--- config.mk ---
export PLATFORM = sky130hd
export DESIGN_NAME = gecko_mem_arbiter
export DESIGN_NICKNAME = d
export VERILOG_FILES = /design/src/rtl/gecko_mem_arbiter.sv
export SDC_FILE = /design/constraint.sdc
export NUM_CORES = 1
export LEC_CHECK = 0
export ABC_AREA = 1
export CORE_AREA = 2 2 125 127
export CTS_CLUSTER_SIZE = 40
export DETAILED_ROUTE_END_ITERATION = 12
export DIE_AREA = 0 0 127 129
export SYNTH_ARGS = -nofsm -noshare
export SYNTH_HDL_FRONTEND = slang
export SYNTH_SLANG_ARGS = --single-unit
export TNS_END_PERCENT = 10
--- constraint.sdc ---
create_clock -name clk -period 5.84 [get_ports clk]
set_input_delay 1.168 -clock clk [delete_from_list [all_inputs] [get_ports clk]]
set_output_delay 1.168 -clock clk [all_outputs]
set_load 0.05 [all_outputs]
--- src/rtl/gecko_mem_arbiter.sv ---
// ============================================================================
// Module   : gecko_mem_arbiter
// Purpose  : Two-port memory request arbiter with lock-until-handshake grants
//            and an in-order tag FIFO that routes read responses back.
//            Optional: GECKO_MEM_ARBITER_FIXED_PRIORITY_EN (req0 wins ties).
// Revision : 1.0 - initial release
// ============================================================================
`default_nettype none

module gecko_mem_arbiter #(
  parameter int DATA_WIDTH      = 32,
  parameter int ADDR_WIDTH      = 32,
  parameter int MAX_OUTSTANDING = 4
) (
  input  logic                      clk,
  input  logic                      rst,

  input  logic                      req0_valid,
  output logic                      req0_ready,
  input  logic                      req0_read_enable,
  input  logic [DATA_WIDTH/8-1:0]   req0_write_enable,
  input  logic [ADDR_WIDTH-1:0]     req0_addr,
  input  logic [DATA_WIDTH-1:0]     req0_data,

  input  logic                      req1_valid,
  output logic                      req1_ready,
  input  logic                      req1_read_enable,
  input  logic [DATA_WIDTH/8-1:0]   req1_write_enable,
  input  logic [ADDR_WIDTH-1:0]     req1_addr,
  input  logic [DATA_WIDTH-1:0]     req1_data,

  output logic                      mem_out_valid,
  input  logic                      mem_out_ready,
  output logic                      mem_out_read_enable,
  output logic [DATA_WIDTH/8-1:0]   mem_out_write_enable,
  output logic [ADDR_WIDTH-1:0]     mem_out_addr,
  output logic [DATA_WIDTH-1:0]     mem_out_data,

  input  logic                      mem_resp_valid,
  output logic                      mem_resp_ready,
  input  logic [DATA_WIDTH-1:0]     mem_resp_data,

  output logic                      resp0_valid,
  input  logic                      resp0_ready,
  output logic [DATA_WIDTH-1:0]     resp0_data,

  output logic                      resp1_valid,
  input  logic                      resp1_ready,
  output logic [DATA_WIDTH-1:0]     resp1_data,

  output logic                      error
);

  localparam int c_PTR_W = (MAX_OUTSTANDING > 1) ? $clog2(MAX_OUTSTANDING) : 1;
  localparam int c_CNT_W = $clog2(MAX_OUTSTANDING) + 1;
  localparam logic [c_CNT_W-1:0] c_MAX_CNT = c_CNT_W'(MAX_OUTSTANDING);

  logic                       r_locked;
  logic                       r_lock_owner;
`ifndef GECKO_MEM_ARBITER_FIXED_PRIORITY_EN
  logic                       r_last_grant;
`endif
  logic [c_CNT_W-1:0]         r_count;
  logic [c_PTR_W-1:0]         r_wr_ptr;
  logic [c_PTR_W-1:0]         r_rd_ptr;
  logic [MAX_OUTSTANDING-1:0] r_tags;
  logic                       r_error;

  logic w_slot_free;
  logic w_elig0;
  logic w_elig1;
  logic w_gnt;
  logic w_gnt_valid;
  logic w_hs;
  logic w_push;
  logic w_pop;
  logic w_empty;
  logic w_head;

  // Slot availability looks only at the registered count; a same-cycle pop
  // does not open a slot until the following cycle.
  assign w_slot_free = (r_count < c_MAX_CNT);
  assign w_elig0     = req0_valid && (!req0_read_enable || w_slot_free);
  assign w_elig1     = req1_valid && (!req1_read_enable || w_slot_free);

  always_comb begin
    w_gnt = 1'b0;
    if (r_locked) begin
      w_gnt = r_lock_owner;
    end else if (w_elig0 && w_elig1) begin
`ifdef GECKO_MEM_ARBITER_FIXED_PRIORITY_EN
      w_gnt = 1'b0;
`else
      w_gnt = ~r_last_grant;
`endif
    end else if (w_elig1) begin
      w_gnt = 1'b1;
    end
  end

  assign w_gnt_valid = !rst && (w_gnt ? w_elig1 : w_elig0);

  always_comb begin
    mem_out_valid        = w_gnt_valid;
    mem_out_read_enable  = req0_read_enable;
    mem_out_write_enable = req0_write_enable;
    mem_out_addr         = req0_addr;
    mem_out_data         = req0_data;
    if (w_gnt) begin
      mem_out_read_enable  = req1_read_enable;
      mem_out_write_enable = req1_write_enable;
      mem_out_addr         = req1_addr;
      mem_out_data         = req1_data;
    end
  end

  assign req0_ready = w_gnt_valid && !w_gnt && mem_out_ready;
  assign req1_ready = w_gnt_valid &&  w_gnt && mem_out_ready;

  assign w_hs   = w_gnt_valid && mem_out_ready;
  assign w_push = w_hs && mem_out_read_enable;

  // Response routing: the FIFO head names the owner of the oldest read.
  assign w_empty = (r_count == '0);
  assign w_head  = r_tags[r_rd_ptr];

  always_comb begin
    resp0_valid    = 1'b0;
    resp1_valid    = 1'b0;
    mem_resp_ready = 1'b0;
    if (!rst) begin
      if (w_empty) begin
        mem_resp_ready = 1'b1;
      end else begin
        resp0_valid    = mem_resp_valid && !w_head;
        resp1_valid    = mem_resp_valid &&  w_head;
        mem_resp_ready = w_head ? resp1_ready : resp0_ready;
      end
    end
  end

  assign resp0_data = mem_resp_data;
  assign resp1_data = mem_resp_data;
  assign w_pop      = mem_resp_valid && mem_resp_ready && !w_empty;
  assign error      = r_error;

  always_ff @(posedge clk or posedge rst) begin
    if (rst) begin
      r_locked     <= 1'b0;
      r_lock_owner <= 1'b0;
    end else if (w_hs) begin
      r_locked     <= 1'b0;
    end else if (w_gnt_valid) begin
      r_locked     <= 1'b1;
      r_lock_owner <= w_gnt;
    end
  end

`ifndef GECKO_MEM_ARBITER_FIXED_PRIORITY_EN
  always_ff @(posedge clk or posedge rst) begin
    if (rst) begin
      r_last_grant <= 1'b1;
    end else if (w_hs) begin
      r_last_grant <= w_gnt;
    end
  end
`endif

  always_ff @(posedge clk or posedge rst) begin
    if (rst) begin
      r_count  <= '0;
      r_wr_ptr <= '0;
      r_rd_ptr <= '0;
      r_tags   <= '0;
    end else begin
      if (w_push) begin
        r_tags[r_wr_ptr] <= w_gnt;
        r_wr_ptr         <= r_wr_ptr + c_PTR_W'(1);
      end
      if (w_pop) begin
        r_rd_ptr <= r_rd_ptr + c_PTR_W'(1);
      end
      if (w_push && !w_pop) begin
        r_count <= r_count + c_CNT_W'(1);
      end else if (w_pop && !w_push) begin
        r_count <= r_count - c_CNT_W'(1);
      end
    end
  end

  always_ff @(posedge clk or posedge rst) begin
    if (rst) begin
      r_error <= 1'b0;
    end else if (mem_resp_valid && w_empty) begin
      r_error <= 1'b1;
    end
  end

endmodule

`default_nettype wire
==> results.py <==
metrics = {
    "sta": {
        "finalSetupTns_ns": 0,
        "worstMarginPinSlew_ns": 0.641,
        "fin_crit_sh_pct": 82.7,
        "slew_violations": 0,
        "rsz0062_at_grt": "no",
        "finalCriticalPeriod_ns": 4.83,
        "hold_viol": 0,
        "final-setup-viol-count": 0,
        "slew_headroom_pct": 57.2,
        "max_freq_mhz": 207,
        "skew_ns": 0.00447,
        "whs_ns": 0.477,
    },
    "floorplan": {
        "die_height_um": 129,
        "dieArea_sq_um": 16400,
        "core_area_sq_um": 15000,
        "dieWidth_um": 127,
        "io_pins": 318,
        "row_count": 45,
        "start_util_pct": 16.1,
    },
    "clocking": {
        "cts_buffers": 3,
        "htreeDepth": 1,
        "cts_resized": 0,
        "cts_hold_buf": 0,
        "post_cts_buffers": 0,
        "clk_path_buf_depth": 2,
        "cts_sinks": 15,
        "root_buffer": "clkbuf_16",
        "cts_tree": "built",
        "clkTransAtPathRegs_ns": 0.05,
        "clock_latency_ns": 0.24,
    },
    "global_routing": {
        "grt_pass1_wl_um": 11800,
        "antenna_found_initial": 0,
        "gr-usage-all-layers_pct": 8.88,
        "grt_pass1_vias": 2386,
        "grt_overflow_total": 0,
        "grt_max_degree": 43,
    },
    "logic_synthesis": {
        "synth.most_common_cell": "buf_4",
        "syn_avg_cell_area_sq_um": 9.63,
        "syn_area_sq_um": 2420,
        "syn_inst": 251,
        "synthTopCellsByCount": "buf_4 (64), mux2_4 (43), nand2_1 (41), mux2_2 (26)",
        "synth_edf_count": 0,
        "yosys.area.top_type": "mux2_4",
        "synth_flop_cell": "dfrtp_1",
        "ys_warn_count": 0,
        "synth_top_area_share_pct": 26.7,
        "ys_ff_latch": 15,
        "synth-seq-area-share_pct": 15.6,
        "synthesis.nets": 435,
        "synth_cell_types": 27,
        "async_flop_share_pct": 100,
        "synth.top_cells.by_area": "mux2_4 (27%), buf_4 (20%), dfrtp_1 (15%)",
    },
    "run": {
        "drv_cap": 0,
    },
    "pwr": {
        "internal_power_uw": 937,
        "p_comb_share_pct": 83.3,
        "swShare_pct": 52.9,
        "p_switching_mw": 1.05,
        "power.density_nw_per_um2": 456,
        "p_leak_nw": 1.82,
        "power_frac_clock_pct": 6.7,
        "seqPwrFrac_pct": 10.0,
        "peakVddDrop_v": 0.000260,
    },
    "detailed_routing": {
        "dr_total_vias": 2272,
        "route.detailed.drc": 0,
        "drt-total-wl_um": 8180,
        "drt-initial-drc-count": 34,
        "drt_first_pass_iters": 4,
        "antenna_left": 0,
        "wl_per_cell_um": 13.8,
        "viasPerCell": 3.83,
    },
    "run_status": {
        "status": "finished, final reports clean",
    },
    "worst_hold_path": {
        "whs_path_depth": 1,
        "min_to": "error",
        "holdCritStartpoint": "error",
        "hp-class": "flop to flop",
    },
    "worst_setup_path": {
        "cp_num_cells": 9,
        "r2r_end": "r_count[1]",
        "crit_arrival_ns": 3.66,
        "crit_fanout": 19,
        "critPathTopFamily": "buffers and inverters",
        "slowest_delay_ns": 0.71,
        "critPathKind": "input pin to output pin",
        "cp_data_required_time_ns": 4.67,
        "crit_chain": "clkdlybuf4s50_1 -> nand2_1 -> nand2_2 -> nor2_2 -> nand2_4 -> nand2_4 -> buf_4 -> mux2_2 -> clkdlybuf4s50_1",
        "cp_slowest_cell": "clkdlybuf4s50_1",
        "rr_startpoint": "r_count[2]",
        "critical_path.endpoint_type": "output pin",
        "r2r_cells": 13,
        "cp-start-kind": "input pin",
        "reg2reg_slack_ns": 2.96,
        "crit_buf_inv": 3,
    },
    "finish": {
        "nets": 590,
        "layout-drive-gt1-share_pct": 20.2,
        "fill_cells": 1539,
        "diodes": 0,
        "synthToLayoutAreaGrowth_pct": 80.7,
    },
    "place": {
        "gp_congestion": 0.729,
        "port_buffers": 221,
        "dp_hpwl_um": 7020,
    },
}
## how the worst max path moves through the flow
stage | startpoint | endpoint
2_1_floorplan | rst | resp0_valid
3_3_place_gp | req1_read_enable | mem_out_data[31]
3_5_place_dp | req1_read_enable | mem_out_addr[9]
4_1_cts | req1_read_enable | mem_out_addr[9]
5_1_grt | req1_read_enable | mem_out_write_enable[3]
6_report | req1_read_enable | mem_out_addr[9]
## placed cells by master, fill, tap and decap left out, drive strengths merged, types with 2 or more instances in the layout
| master | synthesis | layout |
|---|---|---|
| clkbuf | 0 | 3 |
| a21oi | 2 | 2 |
| inv | 14 | 14 |
| dfrtp | 14 | 14 |
| mux2 | 69 | 69 |
| nand3 | 9 | 9 |
| ha | 5 | 5 |
| buf | 73 | 2 |
| nor2 | 6 | 6 |
| nand2 | 44 | 44 |
| xnor2 | 3 | 3 |
| clkdlybuf4s50 | 0 | 221 |
| o21ai | 5 | 5 |
## through the flow
stage / setup slack (ns) / util, % / std cells / instance area [sq um] / power [mW]
after global placement: 1.02 / 28.6 / 589 / 4290 / 1.85
after detailed placement: 0.989 / 28.6 / 589 / 4290 / 1.87
after CTS: 0.987 / 29.2 / 593 / 4370 / 2.01
final: 1.01 / 29.2 / 593 / 4370 / 1.99
after global routing: 0.852 / 29.2 / 593 / 4370 / 2.09
after floorplan: 2.20 / - / 251 / 2420 / 1.55
## power groups by stage
stage | registers (mW) | clock network [mW] | logic (mW)
after floorplan | 0.190 | 0 | 1.36
after global placement | 0.199 | 0 | 1.65
after detailed placement | 0.201 | 0 | 1.67
after CTS | 0.199 | 0.136 | 1.68
after global routing | 0.206 | 0.140 | 1.75
final | 0.200 | 0.133 | 1.66
## per-layer routing
metal,global-route usage (%),vias up,share of wire [%]
met5,0,-,0
met4,0.970,0,0.98
met3,2.70,8,11
met2,17.1,174,51
met1,9.89,1024,37
li1,-,1066,-
## layout make-up
| type | count | area [sq um] | area share, % |
|---|---|---|---|
| repair buffers | 223 | 2240 | 51.3 |
| multi-input cells | 149 | 1380 | 31.7 |
| flip-flops and latches | 15 | 377 | 8.62 |
| well taps | 188 | 235 | 5.39 |
| clock buffers | 3 | 75.1 | 1.72 |
| inverters | 14 | 52.6 | 1.20 |
| clock inverters | 1 | 5.00 | 0.115 |
## worst reg2reg max path, cell delays in order, from the launching register on
cell     delay [ns]
dfrtp_1        0.42
nand2_1        0.09
nand2_2        0.06
nor2_2         0.13
nand2_4        0.08
nand2_4        0.23
buf_12         0.33
nand2_1        0.11
nand2_1        0.19
nor2_4         0.11
ha_1           0.21
inv_1          0.10
fa_1           0.43
mux2_2         0.27
## logic make-up after synthesis
group,synth area share [%]
buffers and inverters,27.2
muxes,38.8
and+or+nand+nor,11.5
DFF,15.6
AOI/OAI and AO/OA,2.02
adders and majority gates,3.42
xor gates and xnor gates,1.45
## sequential cells by signal (all words and copies together), names as in the netlist
signal	flops
r_tags	4
r_count	3
r_rd_ptr	2
r_wr_ptr	2
error	1
r_last_grant	1
r_lock_owner	1
r_locked	1
Note: power is estimated with default switching activity, not from simulation.
